**src/rtl/fft_job_ctrl.sv**
```systemverilog
// fft_job_ctrl: runs one N-point FFT job: streams N source samples into the core, then collects N results into the destination.
// Latency: src_rd -> fft_in_valid 2 cycles; fft_out_valid -> dst_wr 1 cycle; done 1 cycle after the count reaches N.
// Backpressure: none; the feed is gapless, every core result is accepted, and the drain aborts after DRAIN_TIMEOUT idle cycles.
module fft_job_ctrl #(
    parameter int FLOAT_PRECISION = 64,
    parameter int logn            = 8,
    parameter int DRAIN_TIMEOUT   = 1024
) (
    input  logic                       clk,
    input  logic                       rst_n,
    input  logic                       start,
    output logic                       busy,
    output logic                       done,
    output logic                       err_timeout,
    output logic                       src_rd,
    output logic [logn-1:0]            src_addr,
    input  logic [FLOAT_PRECISION-1:0] src_re,
    input  logic [FLOAT_PRECISION-1:0] src_im,
    output logic                       fft_in_valid,
    output logic [FLOAT_PRECISION-1:0] fft_fi_re,
    output logic [FLOAT_PRECISION-1:0] fft_fi_im,
    input  logic                       fft_out_valid,
    input  logic [FLOAT_PRECISION-1:0] fft_fo_re,
    input  logic [FLOAT_PRECISION-1:0] fft_fo_im,
    output logic                       dst_wr,
    output logic [logn-1:0]            dst_addr,
    output logic [FLOAT_PRECISION-1:0] dst_re,
    output logic [FLOAT_PRECISION-1:0] dst_im
);

    localparam int CW = logn + 1;
    localparam int TW = $clog2(DRAIN_TIMEOUT) + 1;
    localparam logic [CW-1:0] N_CNT   = CW'(1 << logn);
    localparam logic [TW-1:0] TO_LAST = TW'(DRAIN_TIMEOUT - 1);

    typedef enum logic [1:0] {
        S_IDLE  = 2'd0,
        S_FEED  = 2'd1,
        S_DRAIN = 2'd2,
        S_DONE  = 2'd3
    } state_t;

    state_t        state;
    logic [CW-1:0] rd_cnt;   // reads issued in this job
    logic [CW-1:0] wr_cnt;   // results written in this job
    logic [TW-1:0] to_cnt;   // consecutive result-less drain cycles
    logic          rd_d1;    // src_rd delayed one cycle: source data valid now
    logic          accept_res;
    logic          job_start;

    // A job starts only when start is seen in IDLE; anything else is dropped.
    assign job_start  = (state == S_IDLE) && start;

    // Results count while the job is live (FEED overlaps core latency) and only until N arrived.
    assign accept_res = fft_out_valid && ((state == S_FEED) || (state == S_DRAIN)) && (wr_cnt < N_CNT);

    // Job sequencer: read issue, drain completion / timeout, and the status outputs.
    always_ff @(posedge clk or negedge rst_n) begin
        if (!rst_n) begin
            state       <= S_IDLE;
            busy        <= 1'b0;
            done        <= 1'b0;
            err_timeout <= 1'b0;
            src_rd      <= 1'b0;
            src_addr    <= '0;
            rd_cnt      <= '0;
            to_cnt      <= '0;
        end else begin
            case (state)
                S_IDLE: begin
                    done        <= 1'b0;
                    err_timeout <= 1'b0;
                    if (start) begin
                        // First read goes out in the first FEED cycle.
                        state    <= S_FEED;
                        busy     <= 1'b1;
                        src_rd   <= 1'b1;
                        src_addr <= '0;
                        rd_cnt   <= CW'(1);
                        to_cnt   <= '0;
                    end
                end
                S_FEED: begin
                    if (rd_cnt == N_CNT) begin
                        // The cycle just ending carried address N-1.
                        state  <= S_DRAIN;
                        src_rd <= 1'b0;
                        to_cnt <= '0;
                    end else begin
                        src_rd   <= 1'b1;
                        src_addr <= rd_cnt[logn-1:0];
                        rd_cnt   <= rd_cnt + CW'(1);
                    end
                end
                S_DRAIN: begin
                    if (wr_cnt == N_CNT) begin
                        state       <= S_DONE;
                        done        <= 1'b1;
                        err_timeout <= 1'b0;
                    end else if (fft_out_valid) begin
                        to_cnt <= '0;
                    end else if (to_cnt == TO_LAST) begin
                        // This idle cycle brings the count to DRAIN_TIMEOUT: abort.
                        state       <= S_DONE;
                        done        <= 1'b1;
                        err_timeout <= 1'b1;
                    end else begin
                        to_cnt <= to_cnt + TW'(1);
                    end
                end
                S_DONE: begin
                    state       <= S_IDLE;
                    busy        <= 1'b0;
                    done        <= 1'b0;
                    err_timeout <= 1'b0;
                end
                default: begin
                    state <= S_IDLE;
                    busy  <= 1'b0;
                end
            endcase
        end
    end

    // Input path: align the one-cycle-late source data with a two-cycle-delayed valid.
    always_ff @(posedge clk or negedge rst_n) begin
        if (!rst_n) begin
            rd_d1        <= 1'b0;
            fft_in_valid <= 1'b0;
            fft_fi_re    <= '0;
            fft_fi_im    <= '0;
        end else begin
            rd_d1        <= src_rd;
            fft_in_valid <= rd_d1;
            if (rd_d1) begin
                fft_fi_re <= src_re;
                fft_fi_im <= src_im;
            end
        end
    end

    // Output path: register each accepted result and write it at its arrival index.
    always_ff @(posedge clk or negedge rst_n) begin
        if (!rst_n) begin
            dst_wr   <= 1'b0;
            dst_addr <= '0;
            dst_re   <= '0;
            dst_im   <= '0;
            wr_cnt   <= '0;
        end else begin
            dst_wr <= 1'b0;
            if (job_start) begin
                wr_cnt <= '0;
            end else if (accept_res) begin
                dst_wr   <= 1'b1;
                dst_addr <= wr_cnt[logn-1:0];
                dst_re   <= fft_fo_re;
                dst_im   <= fft_fo_im;
                wr_cnt   <= wr_cnt + CW'(1);
            end
        end
    end

endmodule
```
**config.mk**
```make
export PLATFORM = sky130hd
export DESIGN_NAME = fft_job_ctrl
export DESIGN_NICKNAME = d
export VERILOG_FILES = /design/src/rtl/fft_job_ctrl.sv
export SDC_FILE = /design/constraint.sdc
export NUM_CORES = 1
export LEC_CHECK = 0
export ABC_CLOCK_PERIOD_IN_PS = 2300
export BUFFER_PORTS_ARGS = -buffer_cell sky130_fd_sc_hd__buf_2
export CORE_AREA = 2 2 207 209
export CTS_CLUSTER_DIAMETER = 200
export CTS_CLUSTER_SIZE = 28
export DETAILED_ROUTE_END_ITERATION = 7
export DIE_AREA = 0 0 209 211
export GPL_ROUTABILITY_DRIVEN = 0
export PLACE_DENSITY_LB_ADDON = 0.15
export SYNTH_ARGS = -nofsm -noshare
export SYNTH_HDL_FRONTEND = slang
export SYNTH_SLANG_ARGS = --single-unit
```
**constraint.sdc**
```tcl
create_clock -name clk -period 2.3 [get_ports clk]
set_clock_uncertainty 0.15 [all_clocks]
set_input_delay 0.46 -clock clk [delete_from_list [all_inputs] [get_ports clk]]
set_output_delay 0.46 -clock clk [all_outputs]
set_load 0.05 [all_outputs]
```
==> results.cfg, run 1 <==
[drt]
routedWlPerCell_um = 17.83
drtAntennaViolNets = 0
num_vias = 9436
drt_iter0_drc = 404
drt_first_pass_iters = 4
vias_per_cell = 4.409
wl_mm = 38.16
remaining_drc_errors = 0

[global_route]
antenna_found_initial = 0
track_usage = 0.1654
overflow = 0
grt_pass1_vias = 9963
grt_max_degree = 54
grt_pass1_wl_mm = 57.73

[critical_path]
critical_path.max_stage_delay_ns = 0.42
r2r_start = state[1]
crit_buf_inv = 3
reg2reg_depth = 7
worst-path-max-fanout = 24
cp_num_cells = 7
endpoint = dst_re[37]
critPathTopFamily = buffers and inverters
reg2reg_slack_ns = 0.08
critPathKind = reg -> reg
crit_top_cell = buf_12
end_kind = flop
cp_slowest_cell = dfrtp_1
arrival_ns = 2.48
crit_path_start = state[1]
path_cells = inv_2, ha_1, nand3b_1, nor2_4, buf_12, buf_12, mux2_2
worstPathRequired_ns = 2.56
cp-start-kind = flop
r2r-end = dst_re[37]

[clock_tree]
numClockSinks = 310
cts_tree = yes
clk_latency_ns = 0.52
path_clk_slew_ns = 0.12
clockBufferDepth = 3
root_buffer = clkbuf_16
htree_levels = 1
cts_buffers = 15

[cells_and_area]
syn2layout_area_growth_pct = 54.39
post-route-util = 0.4466
fillers = 3878
finalNetCount = 1872
ff_latch_area_um2 = 7761
multi_input_area_um2 = 4125
drive_above_1_share = 0.5522
final_area_um2 = 18650
mostFrequentLayoutCells = buf_2, dfrtp_1, mux2_2
mostFrequentLayoutCell = buf_2
antenna_cells = 0

[timing]
timing.fmax_mhz = 450.0
report.final.setup_viol = 0
grt_setup_unrepaired = true
finalMaxSlewViolations = 0
hold_viol_final = 0
worst_pin_slew_ns = 0.5636
setup_ws_ns = 0.07755
maxSlewHeadroom = 0.6243
period_share = 0.9663
post-route-min-period_ns = 2.222
finalSetupTns_ns = 0

[synth]
synth_edf_count = 0
netlist-cell-type-count = 42
synth.net_count = 1070
ys_seq_elements = 310
ys_async_sr_fraction = 1.000
syn_avg_cell_area_um2 = 15.12
postSynthCellCount = 799
seq_area_frac_synth = 0.6422
ys.flop_type = dfrtp_1
synth_area_um2 = 12080
yosysWarningCount = 0

[power]
vdd_drop_max_mv = 1.253
p_leak_nw = 8.893
p_per_area_nw_per_um2 = 1613

[floorplanning]
rows = 75
die_w_um = 209
io_pins = 538
die_y_um = 211
dieArea_um2 = 44100
initial_core_util = 0.2893
coreArea_um2 = 41760

[run_status]
outcome = complete, no violations

[worst_hold_path]
worstHoldStart = fft_fo_im[2]
hp-class = in -> reg

[placed_design]
dp_hpwl_mm = 28.00
dp_slack_ns = 0.09553
io_buffers = 537
postPlaceCellArea_um2 = 15730

[job]
max_cap_viol_count = 0
==> report_power, final <==
group	total (W)	switching (W)	internal [W]
Sequential	0.00915	0.00131	0.00785
Combinational	0.0179	0.0123	0.00563
Clock	0.00304	0.00182	0.00122
Total	0.0301	0.0154	0.0147
==> synth_stat cells, types with 3 or more instances <==
library cell	instances	share of area
xor2_1	5	0.0036
nand2_1	28	0.0087
nand4_1	6	0.0031
o31ai_1	12	0.0075
a21oi_1	4	0.0017
nand2b_1	4	0.0021
nor3_1	6	0.0025
a31oi_1	3	0.0016
o21ai_0	9	0.0037
nand3_1	20	0.0083
clkbuf_1	17	0.0053
buf_2	17	0.0070
inv_1	10	0.0031
dfrtp_1	310	0.64
mux2_2	265	0.25
xnor2_1	10	0.0072
and4_1	3	0.0022
ha_1	11	0.011
nor2_1	28	0.0087
==> worst reg2reg max path: stages, from the launching register on <==
cell and delay (ns):
dfrtp_1 0.42, inv_2 0.07, ha_1 0.29, nand3b_1 0.17, nor2_4 0.23, buf_12 0.21, buf_12 0.20, mux2_2 0.37
==> logic make-up after synthesis <==
| kind of cell | after synthesis | share of synthesized area |
|---|---|---|
| adder cells (fa/ha/maj) | 11 | 0.01139 |
| multiplexers | 266 | 0.2483 |
| buffers and inverters | 48 | 0.01792 |
| AND/OR/NAND/NOR | 112 | 0.04702 |
| AO/OA/AOI/OAI | 37 | 0.02237 |
| flip-flops | 310 | 0.6422 |
| XOR/XNOR | 15 | 0.01087 |
==> stage by stage <==
step	hold WS (ns)	instances	power [W]
after CTS	0.0001513	2124	0.03002
after global placement	0.2374	1878	0.02643
final	0.02764	2140	0.03008
after detailed placement	0.2377	1878	0.02658
after floorplan	0.01441	799	0.02178
after global routing	0.004815	2140	0.03158
==> final cells by class <==
| cell class | count | area share |
|---|---|---|
| multi-input cells | 441 | 0.2212 |
| clock inverters | 1 | 0.001610 |
| clock buffers | 16 | 0.02033 |
| well taps | 539 | 0.03616 |
| inverters | 10 | 0.002013 |
| repair buffers | 823 | 0.3026 |
| flip-flops and latches | 310 | 0.4161 |
==> per-layer routing <==
layer	global-route usage	share of wire	vias to the layer above
met1	0.2026	0.41	4634
li1	-	-	4405
met3	0.04237	0.064	47
met2	0.2893	0.50	350
met4	0.04433	0.024	0
met5	0	0	-
==> registers in the layout, summed over array words and instances (netlist names), 2 cells and up <==
signal and cells:
dst_im 64, dst_re 64, fft_fi_im 64, fft_fi_re 64, to_cnt 11, rd_cnt 9
wr_cnt 9, dst_addr 8, src_addr 8, state 2
==> worst min path at each step <==
stage | to | cells past startpoint
2_1_floorplan | busy | 0
3_3_place_gp | dst_im[57] | 1
3_5_place_dp | dst_im[57] | 1
4_1_cts | dst_re[27] | 2
5_1_grt | fft_fi_re[39] | 2
6_report | dst_im[2] | 2
==> what timing repair did <==
item	CTS	global route
hold buffers	229	3
resized for setup	0	5
buffers inserted	0	10
endpoints found under the hold margin	283	3
setup endpoints to repair	0	94
No activity file was read; power rests on OpenSTA's default activity.
==> run 2: changes to the inputs <==
--- a/config.mk
+++ b/config.mk
@@ -5,14 +5,17 @@
 export SDC_FILE = /design/constraint.sdc
 export NUM_CORES = 1
 export LEC_CHECK = 0
+export ABC_AREA = 1
 export ABC_CLOCK_PERIOD_IN_PS = 2300
 export BUFFER_PORTS_ARGS = -buffer_cell sky130_fd_sc_hd__buf_2
-export CORE_AREA = 2 2 207 209
+export CAP_MARGIN = 10
+export CORE_AREA = 2 2 208 210
 export CTS_CLUSTER_DIAMETER = 200
 export CTS_CLUSTER_SIZE = 28
 export DETAILED_ROUTE_END_ITERATION = 7
-export DIE_AREA = 0 0 209 211
+export DIE_AREA = 0 0 210 212
 export GPL_ROUTABILITY_DRIVEN = 0
+export HOLD_SLACK_MARGIN = 0.06
 export PLACE_DENSITY_LB_ADDON = 0.15
 export SYNTH_ARGS = -nofsm -noshare
 export SYNTH_HDL_FRONTEND = slang
==> run 2 against run 1 <==
Worst hold slack improved by 0.16 ns. Global-route usage rose by 1.2 points. Setup slack improved by 0.040 ns. Sequential power is 3.6% lower. Critical path depth is 1 higher. Flip-flop and latch count is the same. Die area grew 0.95%. Combinational power is 11% lower. Core utilization is 0.14 points lower. Cell area is 1.5% higher. Sequential share of layout area is 0.60 points lower. Power is 7.4% lower. Largest cell class unchanged.
==> results.cfg, run 2 <==
[synth]
synth_most_common_cell = nand2_1
netlist-cell-type-count = 33
ys.flop_type = dfrtp_1
postSynthCellCount = 1192
synthTopCellsByCount = nand2_1, dfrtp_1, mux2_2, inv_1
synthTopCellsByArea = dfrtp_1, nand2_1, mux2_2, nand3_1, buf_2
yosysWarningCount = 0
yosys.area.top_type = dfrtp_1
netlist.area_leader.share = 0.6229
synth_edf_count = 0
ys_seq_elements = 310
synth.net_count = 1463
seq_area_frac_synth = 0.6229
syn_avg_cell_area_um2 = 10.45
synth_area_um2 = 12450
ys_async_sr_fraction = 1.000

[drt]
wl_mm = 40.65
vias_per_cell = 4.303
routedWlPerCell_um = 16.07
drt_first_pass_iters = 4
remaining_drc_errors = 0
drt_iter0_drc = 504
num_vias = 10880
drtAntennaViolNets = 0

[critical_path]
critPathKind = reg -> reg
arrival_ns = 2.49
cp-start-kind = flop
worstPathRequired_ns = 2.61
worst-path-max-fanout = 48
end_kind = flop

[clock_tree]
path_clk_slew_ns = 0.12
clockBufferDepth = 3
cts_tree = yes
post_cts_buffers = 0
htree_levels = 1
numClockSinks = 310
root_buffer = clkbuf_16
clk_latency_ns = 0.52
cts_buffers = 15

[timing]
hold_viol_final = 0
holdWs_ns = 0.1917
worst_pin_slew_ns = 0.4640
post-route-min-period_ns = 2.182
timing.fmax_mhz = 458.2
setup_ws_ns = 0.1177
maxSlewHeadroom = 0.6895
period_share = 0.9488
finalMaxSlewViolations = 0
report.final.setup_viol = 0

[worst_hold_path]
hp-class = in -> reg

[placed_design]
dp_hpwl_mm = 29.76
io_buffers = 537
place_inst = 2251
dp_slack_ns = 0.1712
postPlaceCellArea_um2 = 15930

[floorplanning]
dieArea_um2 = 44520
io_pins = 538
die_w_um = 210
coreArea_um2 = 42510
rows = 76
die_y_um = 212
initial_core_util = 0.2930

[power]
p_per_area_nw_per_um2 = 1472
vdd_drop_max_mv = 0.7261
p_leak_nw = 9.802

[cells_and_area]
mostFrequentLayoutCell = buf_2
finalNetCount = 2250
fin_cells = 2529
syn2layout_area_growth_pct = 51.95
mostFrequentLayoutCells = buf_2, nand2_1, dfrtp_1
drive_above_1_share = 0.3679
final_area_um2 = 18920

[global_route]
grt_pass1_vias = 11160
overflow = 0
track_usage = 0.1774
grt_max_degree = 50
grt_pass1_wl_mm = 62.47
antenna_found_initial = 5

[run_status]
outcome = complete, no violations

[job]
max_cap_viol_count = 0
-- run 2: cell types whose count changed after synthesis, moves of 4 or more --
| cell | change |
|---|---|
| nor2_1 | +6 |
| nand2b_1 | -4 |
| inv_2 | +5 |
| o31ai_1 | -12 |
| inv_1 | +30 |
| buf_2 | +15 |
| clkbuf_1 | -8 |
| xnor2_1 | -9 |
| mux2_2 | -137 |
| o21ai_0 | +22 |
| nand3_1 | +14 |
| nand2_1 | +476 |
-- run 2: metrics by stage --
stage | power [W] | TNS, ns | utilization
after floorplan | 0.02042 | 0 | -
after detailed placement | 0.02469 | 0 | 0.3748
after global placement | 0.02457 | 0 | 0.3748
final | 0.02786 | 0 | 0.4452
after global routing | 0.02948 | -0.005147 | 0.4452
after CTS | 0.02818 | 0 | 0.4449
-- run 2: where the power goes --
part           leakage [nW]  switching [W]  internal (W)
combinational          5.79         0.0118       0.00416
sequential             3.81        0.00120       0.00762
clock                 0.197        0.00183       0.00122
-- run 2: timing repair --
item,in CTS,in global routing
gates resized for setup,0,1
setup endpoints to repair,0,36
hold buffers,257,0
hold endpoints to repair,292,0
-- run 2: worst max-delay path, stage by stage, from the launching register on --
cell and delay [ns]:
dfrtp_1 0.44, inv_1 0.10, ha_2 0.36, nand3_2 0.15
nor2_4 0.19, buf_12 0.27, buf_4 0.26, nand2_1 0.09
nand2_1 0.08
-- run 2: logic make-up after synthesis --
kind of cell	count (synthesis)	synth area share
simple gates	596	0.1892
mux	128	0.1157
flops	310	0.6229
xor+xnor	6	0.004219
compound gates	45	0.02120
fa+ha+maj	11	0.01105
buf+inv	96	0.03576
-- run 2: worst paths after layout --
| check | startpoint | end | slack (ns) | depth (start not counted) |
|---|---|---|---|---|
| max | state[0] | dst_im[58] | 0.12 | 8 |
| min | fft_out_valid | done | 0.19 | 4 |
| max reg2reg | state[0] | dst_im[58] | 0.12 | 8 |
| min reg2reg | dst_im[27] | dst_im[27] | 0.33 | 2 |
| max in group asynchronous | rst_n | dst_im[29] | 0.99 | 3 |
| min in group asynchronous | rst_n | fft_fi_im[14] | 0.29 | 2 |
-- run 2: layer usage --
metal,up-vias,share of wire,track usage
met4,2,0.021,0.04011
li1,5342,-,-
met3,48,0.067,0.04535
met1,5140,0.40,0.2116
met2,350,0.51,0.3211
met5,-,0.00017,0
-- run 2: area by class of cell --
type | instances | area [um2]
antenna | 4 | 10.01
clock buffer | 16 | 379.1
clock inverter | 1 | 30.03
fill | 4097 | 23580
inverter | 45 | 171.4
multi-input combinational | 786 | 4254
sequential | 310 | 7761
tap | 546 | 683.2
timing repair buffer | 821 | 5635
==> run 3: changes to the inputs <==
--- a/config.mk
+++ b/config.mk
@@ -9,11 +9,13 @@
 export ABC_CLOCK_PERIOD_IN_PS = 2300
 export BUFFER_PORTS_ARGS = -buffer_cell sky130_fd_sc_hd__buf_2
 export CAP_MARGIN = 10
-export CORE_AREA = 2 2 208 210
+export CELL_PAD_IN_SITES_DETAIL_PLACEMENT = 1
+export CELL_PAD_IN_SITES_GLOBAL_PLACEMENT = 2
+export CORE_ASPECT_RATIO = 1.4
+export CORE_UTILIZATION = 28
 export CTS_CLUSTER_DIAMETER = 200
-export CTS_CLUSTER_SIZE = 28
+export CTS_CLUSTER_SIZE = 10
 export DETAILED_ROUTE_END_ITERATION = 7
-export DIE_AREA = 0 0 210 212
 export GPL_ROUTABILITY_DRIVEN = 0
 export HOLD_SLACK_MARGIN = 0.06
 export PLACE_DENSITY_LB_ADDON = 0.15
==> run 3 against run 2 <==
Maximum frequency up 1.8%. Critical endpoint is now dst_re[28]. Register-to-register slack gained 0.04 ns. Global-route usage is 3.7 points higher. Non-clock buffer count decreased by 8. Cell area rose by 2.4%. Sequential power about the same. Via count is 4.5% higher. Combinational power rose by 3%. Clock power increased by 63%.
==> results.cfg, run 3 (synthesized netlist as in run 2, its figures left out) <==
[power]
p_leak_nw = 10.01
clkPwrFrac = 0.166
netSwitchingFraction = 0.5197
vdd_drop_max_mv = 0.6614
internal-power_w = 0.01447
power_frac_seq = 0.292
p_per_area_nw_per_um2 = 1554
switching_power_w = 0.01566
pwr-share-comb = 0.543

[critical_path]
end_kind = flop
cp-start-kind = flop
reg2reg_depth = 9
crit_top_cell = nand2_1
critical_path.max_stage_delay_ns = 0.41
critPathTopFamily = simple AND/OR/NAND/NOR gates
reg2reg_slack_ns = 0.16
cp_num_cells = 9
cp_slowest_cell = dfrtp_1
worstPathRequired_ns = 2.56
path_cells = inv_1, ha_1, nand2_1, inv_2, nor2_4, inv_4, buf_12, nand2_1, nand2_1
worst-path-max-fanout = 75
critPathKind = reg -> reg
arrival_ns = 2.40
crit_buf_inv = 4

[floorplanning]
rows = 91
coreArea_um2 = 43950
die_w_um = 180.2
die_y_um = 251.5
io_pins = 538
initial_core_util = 0.2834
dieArea_um2 = 45340

[drt]
drt_first_pass_iters = 4
vias_per_cell = 4.440
num_vias = 11370
routedWlPerCell_um = 19.00
drtAntennaViolNets = 0
drt_iter0_drc = 349
remaining_drc_errors = 0
wl_mm = 48.67

[timing]
worst_pin_slew_ns = 0.5474
maxSlewHeadroom = 0.6350
grt_setup_unrepaired = false
period_share = 0.9317
finalMaxSlewViolations = 0
finalSetupTns_ns = 0
report.final.setup_viol = 0
post-route-min-period_ns = 2.143
hold_viol_final = 0
timing.fmax_mhz = 466.7

[cells_and_area]
ff_latch_area_um2 = 7761
multi_input_area_um2 = 4260
final_area_um2 = 19380
mostFrequentLayoutCell = buf_2
syn2layout_area_growth_pct = 55.64
drive_above_1_share = 0.3721
mostFrequentLayoutCells = buf_2, nand2_1, dfrtp_1
finalNetCount = 2264
fillers = 5052

[clock_tree]
htree_levels = 2
numClockSinks = 310
cts_tree = yes
cts_buffers = 36
clk_latency_ns = 0.53
clockBufferDepth = 3
cts_resized = 0
post_cts_buffers = 0
path_clk_slew_ns = 0.06
root_buffer = clkbuf_16

[placed_design]
postPlaceCellArea_um2 = 15850
dp_hpwl_mm = 34.66
io_buffers = 537

[global_route]
track_usage = 0.2140
grt_pass1_wl_mm = 74.49
overflow = 0
grt_pass1_vias = 12440
met1_usage = 0.2248
use_met3 = 0.06856
busiest_layer = met2
antenna_found_initial = 12
met2_usage = 0.3834
grt_max_degree = 77

[run_status]
outcome = complete, no violations

[job]
max_cap_viol_count = 0

[worst_hold_path]
hp-class = in -> reg
holdPathStages = 4
-- run 3: cell types whose count changed in the layout (fill, tap and decap cells not counted) --
cell,change
clkbuf_16,+21
diode_2,+6
buf_4,-5
buf_12,-3
clkinv_16,-1
clkinv_8,+1
ha_1,+1
ha_2,-1
inv_6,+1
o21ai_2,+1
-- run 3: worst paths after layout --
check                                    from             to
worst max-delay path                 state[0]     dst_re[28]
worst min-delay path            fft_out_valid       state[1]
worst max register to register       state[0]     dst_re[28]
worst min register to register         src_rd          rd_d1
max in group asynchronous               rst_n     dst_re[30]
min in group asynchronous               rst_n  fft_fi_im[34]
-- run 3: cell type report --
type,count,area share
clock buffer,37,0.04667
timing repair buffer,813,0.2857
clock inverter,2,0.001291
tap,558,0.03602
multi-input combinational,787,0.2198
inverter,45,0.008843
antenna,10,0.001291
sequential,310,0.4004
-- run 3: worst register-to-register path: cells and delay by family (launching register included) --
kind                     cells  cell delay [ns]
adder cells (fa/ha/maj)      1             0.26
flip-flops                   1             0.41
buffers and inverters        4             0.53
AND/OR/NAND/NOR              4             0.68
-- run 3: power groups by stage --
stage                     Combinational (W)  Sequential, W  Clock (W)
after global placement               0.0160        0.00875          0
after floorplan                     0.00433         0.0161          0
after global routing                 0.0173        0.00908    0.00536
final                                0.0164        0.00879    0.00499
after CTS                            0.0165        0.00878    0.00521
after detailed placement             0.0161        0.00885          0
-- run 3: timing repair --
action,in CTS,in global routing
hold endpoints to repair,296,0
hold buffers,257,0
endpoints found under the setup margin,0,4
-- run 3: per-layer routing --
layer  share of wire  vias up
li1                -     5384
met1            0.37     5485
met2            0.51      387
met3           0.076      112
met4           0.045        6
met5         0.00072        -
-- run 3: through the flow --
stage                     setup slack [ns]  power, W  hold slack [ns]  instances    util
final                               0.1572   0.03013           0.2208       2562  0.4410
after global routing             0.0009608   0.03179           0.2502       2559  0.4409
after CTS                          0.06733   0.03049           0.2197       2551  0.4403
after detailed placement           0.08459   0.02495           0.2682       2255  0.3606
after global placement              0.2128   0.02470           0.2668       2255  0.3606
after floorplan                     0.4439   0.02042          0.01441       1192       -
